## src/rtl/iterative_divider_if.sv

```systemverilog
// Request/response bundle for iterative_divider: valid/ready request with tag,
// flush, and valid/ready result return.
interface iterative_divider_if #(
  parameter int XLEN  = 32,
  parameter int TAG_W = 5
);
  logic             valid_i;
  logic             ready_o;
  logic [1:0]       op_i;
  logic [XLEN-1:0]  a_i;
  logic [XLEN-1:0]  b_i;
  logic [TAG_W-1:0] tag_i;
  logic             flush_i;
  logic             valid_o;
  logic             ready_i;
  logic [XLEN-1:0]  result_o;
  logic [TAG_W-1:0] tag_o;

  modport slave (
    input  valid_i, op_i, a_i, b_i, tag_i, flush_i, ready_i,
    output ready_o, valid_o, result_o, tag_o
  );

  modport master (
    output valid_i, op_i, a_i, b_i, tag_i, flush_i, ready_i,
    input  ready_o, valid_o, result_o, tag_o
  );
endinterface

```

## src/rtl/iterative_divider.sv

```systemverilog
// Radix-2 restoring divider for RV32M DIV/DIVU/REM/REMU, one step per cycle.
// Optional build macro DIV_EARLY_OUT_EN short-circuits /0, signed overflow and zero dividend.
module iterative_divider #(
  parameter int XLEN  = 32,
  parameter int TAG_W = 5
) (
  input  logic            clk,
  input  logic            rst_n,
  iterative_divider_if.slave dif
);
  localparam int CNT_W = $clog2(XLEN + 1);

  typedef enum logic [1:0] {IDLE, CALC, FIX, DONE} state_t;

  state_t           state_reg;
  logic             live_reg;
  logic [1:0]       op_reg;
  logic [TAG_W-1:0] tag_reg;
  logic [XLEN-1:0]  a_reg;
  logic [XLEN-1:0]  b_reg;
  logic [XLEN-1:0]  dvd_reg;
  logic [XLEN-1:0]  dsr_reg;
  logic [XLEN-1:0]  quo_reg;
  logic [XLEN-1:0]  rem_reg;
  logic [CNT_W-1:0] cnt_reg;
  logic [XLEN-1:0]  result_reg;
  logic [TAG_W-1:0] tag_out_reg;
  logic             valid_reg;

  logic             accept;
  logic             in_signed;
  logic [XLEN-1:0]  a_mag;
  logic [XLEN-1:0]  b_mag;
  logic [XLEN:0]    partial;
  logic [XLEN:0]    diff;
  logic             step_ok;
  logic             fix_signed;
  logic [XLEN-1:0]  quo_fix;
  logic [XLEN-1:0]  rem_fix;
  logic [XLEN-1:0]  fix_result;

  // live_reg keeps ready_o low while reset is asserted and for the first edge after.
  assign dif.ready_o  = live_reg && (state_reg == IDLE) && !dif.flush_i;
  assign dif.valid_o  = valid_reg;
  assign dif.result_o = result_reg;
  assign dif.tag_o    = tag_out_reg;
  assign accept       = dif.valid_i && dif.ready_o;

  always_comb begin
    in_signed = !dif.op_i[0];
    a_mag     = (in_signed && dif.a_i[XLEN-1]) ? -dif.a_i : dif.a_i;
    b_mag     = (in_signed && dif.b_i[XLEN-1]) ? -dif.b_i : dif.b_i;
  end

  // Partial remainder is always below the divisor, so XLEN bits suffice between steps.
  always_comb begin
    partial = {rem_reg, dvd_reg[XLEN-1]};
    diff    = partial - {1'b0, dsr_reg};
    step_ok = !diff[XLEN];
  end

  always_comb begin
    fix_signed = !op_reg[0];
    quo_fix    = quo_reg;
    rem_fix    = rem_reg;
    if (b_reg == '0) begin
      quo_fix = '1;
      rem_fix = a_reg;
    end else begin
      if (fix_signed && (a_reg[XLEN-1] ^ b_reg[XLEN-1]))
        quo_fix = -quo_reg;
      if (fix_signed && a_reg[XLEN-1])
        rem_fix = -rem_reg;
    end
    fix_result = op_reg[1] ? rem_fix : quo_fix;
  end

`ifdef DIV_EARLY_OUT_EN
  logic            eo_hit;
  logic [XLEN-1:0] eo_result;

  always_comb begin
    eo_hit    = 1'b0;
    eo_result = '0;
    if (dif.b_i == '0) begin
      eo_hit    = 1'b1;
      eo_result = dif.op_i[1] ? dif.a_i : '1;
    end else if (in_signed && (dif.a_i == {1'b1, {(XLEN-1){1'b0}}}) && (dif.b_i == '1)) begin
      eo_hit    = 1'b1;
      eo_result = dif.op_i[1] ? '0 : dif.a_i;
    end else if (dif.a_i == '0) begin
      eo_hit    = 1'b1;
      eo_result = '0;
    end
  end
`endif

  always_ff @(posedge clk or negedge rst_n) begin
    if (!rst_n) begin
      state_reg   <= IDLE;
      live_reg    <= 1'b0;
      op_reg      <= '0;
      tag_reg     <= '0;
      a_reg       <= '0;
      b_reg       <= '0;
      dvd_reg     <= '0;
      dsr_reg     <= '0;
      quo_reg     <= '0;
      rem_reg     <= '0;
      cnt_reg     <= '0;
      result_reg  <= '0;
      tag_out_reg <= '0;
      valid_reg   <= 1'b0;
    end else begin
      live_reg <= 1'b1;
      if (dif.flush_i) begin
        state_reg <= IDLE;
        valid_reg <= 1'b0;
      end else begin
        case (state_reg)
          IDLE: begin
            if (accept) begin
              op_reg    <= dif.op_i;
              tag_reg   <= dif.tag_i;
              a_reg     <= dif.a_i;
              b_reg     <= dif.b_i;
              dvd_reg   <= a_mag;
              dsr_reg   <= b_mag;
              quo_reg   <= '0;
              rem_reg   <= '0;
              cnt_reg   <= CNT_W'(XLEN);
              state_reg <= CALC;
`ifdef DIV_EARLY_OUT_EN
              if (eo_hit) begin
                result_reg  <= eo_result;
                tag_out_reg <= dif.tag_i;
                valid_reg   <= 1'b1;
                state_reg   <= DONE;
              end
`endif
            end
          end
          CALC: begin
            rem_reg <= step_ok ? diff[XLEN-1:0] : partial[XLEN-1:0];
            quo_reg <= {quo_reg[XLEN-2:0], step_ok};
            dvd_reg <= {dvd_reg[XLEN-2:0], 1'b0};
            cnt_reg <= cnt_reg - 1'b1;
            if (cnt_reg == CNT_W'(1))
              state_reg <= FIX;
          end
          FIX: begin
            result_reg  <= fix_result;
            tag_out_reg <= tag_reg;
            valid_reg   <= 1'b1;
            state_reg   <= DONE;
          end
          DONE: begin
            if (dif.ready_i) begin
              valid_reg <= 1'b0;
              state_reg <= IDLE;
            end
          end
          default: state_reg <= IDLE;
        endcase
      end
    end
  end
endmodule

```

## src/flat_wrapper.sv

```systemverilog
// flat-port wrapper written by rule: the top's interface ports become plain ports
module iterative_divider_flat 
#(
  parameter int XLEN  = 32,
  parameter int TAG_W = 5
)
  (clk, rst_n, dif_valid_i, dif_op_i, dif_a_i, dif_b_i, dif_tag_i, dif_flush_i, dif_ready_i, dif_ready_o, dif_valid_o, dif_result_o, dif_tag_o);
  iterative_divider_if #(.XLEN(XLEN), .TAG_W(TAG_W)) dif_i ();
  input  logic clk;
  input  logic rst_n;
  input wire logic [$bits(dif_i.valid_i)-1:0] dif_valid_i;
  input wire logic [$bits(dif_i.op_i)-1:0] dif_op_i;
  input wire logic [$bits(dif_i.a_i)-1:0] dif_a_i;
  input wire logic [$bits(dif_i.b_i)-1:0] dif_b_i;
  input wire logic [$bits(dif_i.tag_i)-1:0] dif_tag_i;
  input wire logic [$bits(dif_i.flush_i)-1:0] dif_flush_i;
  input wire logic [$bits(dif_i.ready_i)-1:0] dif_ready_i;
  output wire logic [$bits(dif_i.ready_o)-1:0] dif_ready_o;
  output wire logic [$bits(dif_i.valid_o)-1:0] dif_valid_o;
  output wire logic [$bits(dif_i.result_o)-1:0] dif_result_o;
  output wire logic [$bits(dif_i.tag_o)-1:0] dif_tag_o;
  assign dif_i.valid_i = dif_valid_i;
  assign dif_i.op_i = dif_op_i;
  assign dif_i.a_i = dif_a_i;
  assign dif_i.b_i = dif_b_i;
  assign dif_i.tag_i = dif_tag_i;
  assign dif_i.flush_i = dif_flush_i;
  assign dif_i.ready_i = dif_ready_i;
  assign dif_ready_o = dif_i.ready_o;
  assign dif_valid_o = dif_i.valid_o;
  assign dif_result_o = dif_i.result_o;
  assign dif_tag_o = dif_i.tag_o;
  iterative_divider #(.XLEN(XLEN), .TAG_W(TAG_W)) u_core (.clk(clk), .rst_n(rst_n), .dif(dif_i));
endmodule
```

## config.mk

```make
export PLATFORM = sky130hd
export DESIGN_NAME = iterative_divider_flat
export DESIGN_NICKNAME = d
export VERILOG_FILES = /design/src/rtl/iterative_divider_if.sv /design/src/rtl/iterative_divider.sv /design/src/flat_wrapper.sv
export SDC_FILE = /design/constraint.sdc
export NUM_CORES = 1
export LEC_CHECK = 0
export ABC_AREA = 1
export CORE_ASPECT_RATIO = 1.1
export CORE_UTILIZATION = 45
export CTS_CLUSTER_DIAMETER = 50
export DETAILED_ROUTE_END_ITERATION = 10
export HOLD_SLACK_MARGIN = 0.1
export PLACE_DENSITY = 0.64
export REMOVE_ABC_BUFFERS = 1
export SLEW_MARGIN = 20
export SYNTH_ARGS = -nofsm -noshare
export SYNTH_HDL_FRONTEND = slang
export SYNTH_SLANG_ARGS = --single-unit
```

## constraint.sdc

```tcl
create_clock -name clk -period 5.2 [get_ports clk]
set_clock_uncertainty 0.1 [all_clocks]
set_input_delay 0.78 -clock clk [delete_from_list [all_inputs] [get_ports clk]]
set_output_delay 0.78 -clock clk [all_outputs]
set_load 0.01 [all_outputs]
```

==> metrics <==
status finished, final reports clean; unrepaired setup endpoints after global routing no; cells along the critical path clkdlybuf4s50_1 -> nor2_1 -> nand2_4 -> nand2_1 -> nand2_1 -> nand2_2 -> inv_2 -> buf_4 -> nand2_1 -> nand2_1; reg2reg setup slack 1.64 ns; worst reg2reg endpoint u_core.rem_reg[23]; DRT antenna net count 0; Pleak 10.5 nW; Worst VDD drop 0.000305 V; routed vias about 17k; Synth top area share roughly 36%; startpoint type of the worst setup path input pin; Top FF cell, synth dfrtp_1; Max stage delay on crit path slightly above 0.7 ns; first-pass GRT wire length a little under 90,000 µm; synth top area cells dfrtp_1 36%, nand2_1 19%, inv_1 7.6%, nand3_1 7.2%, o21ai_0 6.6%; Adder-Cell Fraction of Synth Area around 3.2%; DRC Markers 0; per-cell routed wire length around 17 µm; CTS resizes 0; required time worst endpoint around 5.6 ns; largest net degree at the start of global routing 90; root buffer cell clkbuf_16; Setup TNS 0 ns; number of buffers created by CTS 34; chip width around 190 µm; dpl hpwl between 40,000 and 50,000 µm; Critical Setup Path Class input pin to flop; Avg Cell Area, Syn 6.47 µm²; vias in the first global route roughly 16k; Design Area, Final around 0.020 mm²; period utilization 68.6%; Die Outline Area 0.0390 mm²; Initial DRC Count between 1.5k and 2k; Tmin final ~3.6 ns; max cap viols 0; GRT overflow 0; final slew viol count 0; most used cell, CP nand2_1; GRT Total Usage 28.3%; Netlist cell types 50; nets@finish approximately 2.9k; worst-margin pin slew slightly above 1 ns; Critical Path Sink Type flop; Reg-to-Reg Start u_core.state_reg[0]; CTS clock-pin slew for the worst setup and hold paths ~0.06 ns; TritonCTS sink count 245; most common cell after layout, fill and taps aside nand2_1; IO Count between 100 and 150; Pwr per Cell Area around 500 mW/mm²; Async S/R FF share, synth 100%; slowest CP cell inv_2; Area Growth Syn to Fin 15.5%; Die Y ~210 µm; initial antenna violation count 0; Placed Area 0.0187 mm²; Compound-Gate Fraction of Synth Area about an eighth; multiplexer share of the synthesized area 0%; TritonCTS clock tree done; synthesized area about 0.017 mm²; YS warnings 0; post-synthesis xor/xnor area fraction around 2.1%; CTS max path bufs 3; post-synthesis sequential area ratio 35.7%; EDFF count, synth 0; Max Fclk roughly 280 MHz; leading area contributor after synthesis dfrtp_1; largest family of logic cells by synthesized area simple AND/OR/NAND/NOR gates; initial core utilization 45.9%; Yosys reg bits between 200 and 250; post-CTS setup buffers 0; Antenna Cells 0; Util after Layout a little over half; area share of and/or/nand/nor cells after synthesis 36.5%; cell row count 74; layout cells sized above 1 approximately 4.5%; I/O Buffers between 100 and 150; Worst Setup EP u_core.rem_reg[23]; clk_lat worst skew approximately 0.55 ns; area of the core 0.0374 mm²; # H-tree levels 2; Setup Viol. Count Final 0; detailed-route vias per instance around 5.4; Setup crit start dif_flush_i; Final Hold Viols 0; Slew HR just over 30%; worst r2r path cells 12; placer congestion estimate 0.943; Overall Power approximately 10 mW; WP data arrival approximately 3.9 ns; drt total wl about 55,000 µm; Gate Count Post-Synth ~2.7k; most frequent cells in the layout 849 x nand2_1, 347 x inv_1, 258 x nor2_1, 247 x nand3_1, 245 x dfrtp_1; HP Class input pin to async pin; Hold Buf Count CTS 0; CP max FO 69; TritonRoute pass-1 iters 5
-- layout make-up --
cell class | count | area [µm²]
fill | 3776 | 17600
multi-input combinational | 1962 | 9310
sequential | 245 | 6130
inverter | 357 | 1340
timing repair buffer | 133 | 1290
clock buffer | 45 | 922
tap | 494 | 618
clock inverter | 15 | 219
-- synthesized netlist by cell type, drive strengths merged, types with 5 or more instances --
library cell	number
buf	30
a31oi	5
o221ai	6
nor2	266
nand3	248
clkbuf	63
o21ai	233
o31ai	10
and2	5
nand2	874
o22ai	6
nand3b	7
dfrtp	245
nor3	30
a21oi	91
nor4	8
o211ai	23
nand4	40
xor2	29
o21bai	9
ha	42
xnor2	13
inv	354
-- where the power goes --
group | internal [mW] | switching [mW]
sequential | 2.58 | 0.442
combinational | 1.54 | 3.14
clock | 1.42 | 0.919
-- how the worst min path moves through the flow --
stage / end / slack, ns / cells after the start
6_report: u_core.dsr_reg[31] / 0.18 / 1
5_1_grt: u_core.tag_reg[0] / 0.23 / 1
4_1_cts: u_core.tag_reg[0] / 0.20 / 1
3_5_place_dp: u_core.dvd_reg[8] / 0.36 / 2
3_3_place_gp: u_core.dvd_reg[24] / 0.36 / 2
2_1_floorplan: u_core.dvd_reg[24] / 0.34 / 2
-- per-layer routing --
metal | global-route usage [%] | share of wire (%)
met5 | 0 | 0
met3 | 2.79 | 5.4
met1 | 40.0 | 47
met2 | 45.6 | 45
met4 | 8.71 | 2.7
-- cell families (layout without fill, tap and decap cells) --
logic type | Yosys count | count (layout)
other | 1 | 1
buffers and inverters | 450 | 550
flip-flops | 245 | 245
adder cells (fa/ha/maj) | 43 | 43
XOR/XNOR | 42 | 42
AO/OA/AOI/OAI | 389 | 389
AND/OR/NAND/NOR | 1487 | 1487
-- metrics by stage --
| step | worst slack, ns | cells | hold slack, ns |
|---|---|---|---|
| floorplan | 0.957 | 2564 | 0.344 |
| finish | 1.63 | 3251 | 0.181 |
| global placement | 1.29 | 3191 | 0.359 |
| CTS | 1.67 | 3251 | 0.200 |
| global route | 1.29 | 3251 | 0.228 |
| detailed placement | 1.16 | 3191 | 0.361 |
-- worst max-delay path: cells and delay by family --
family                 cells  cell delay (ns)
buffers and inverters      3             1.72
AND/OR/NAND/NOR            7             1.40
Note: power is estimated with default switching activity, not from simulation.
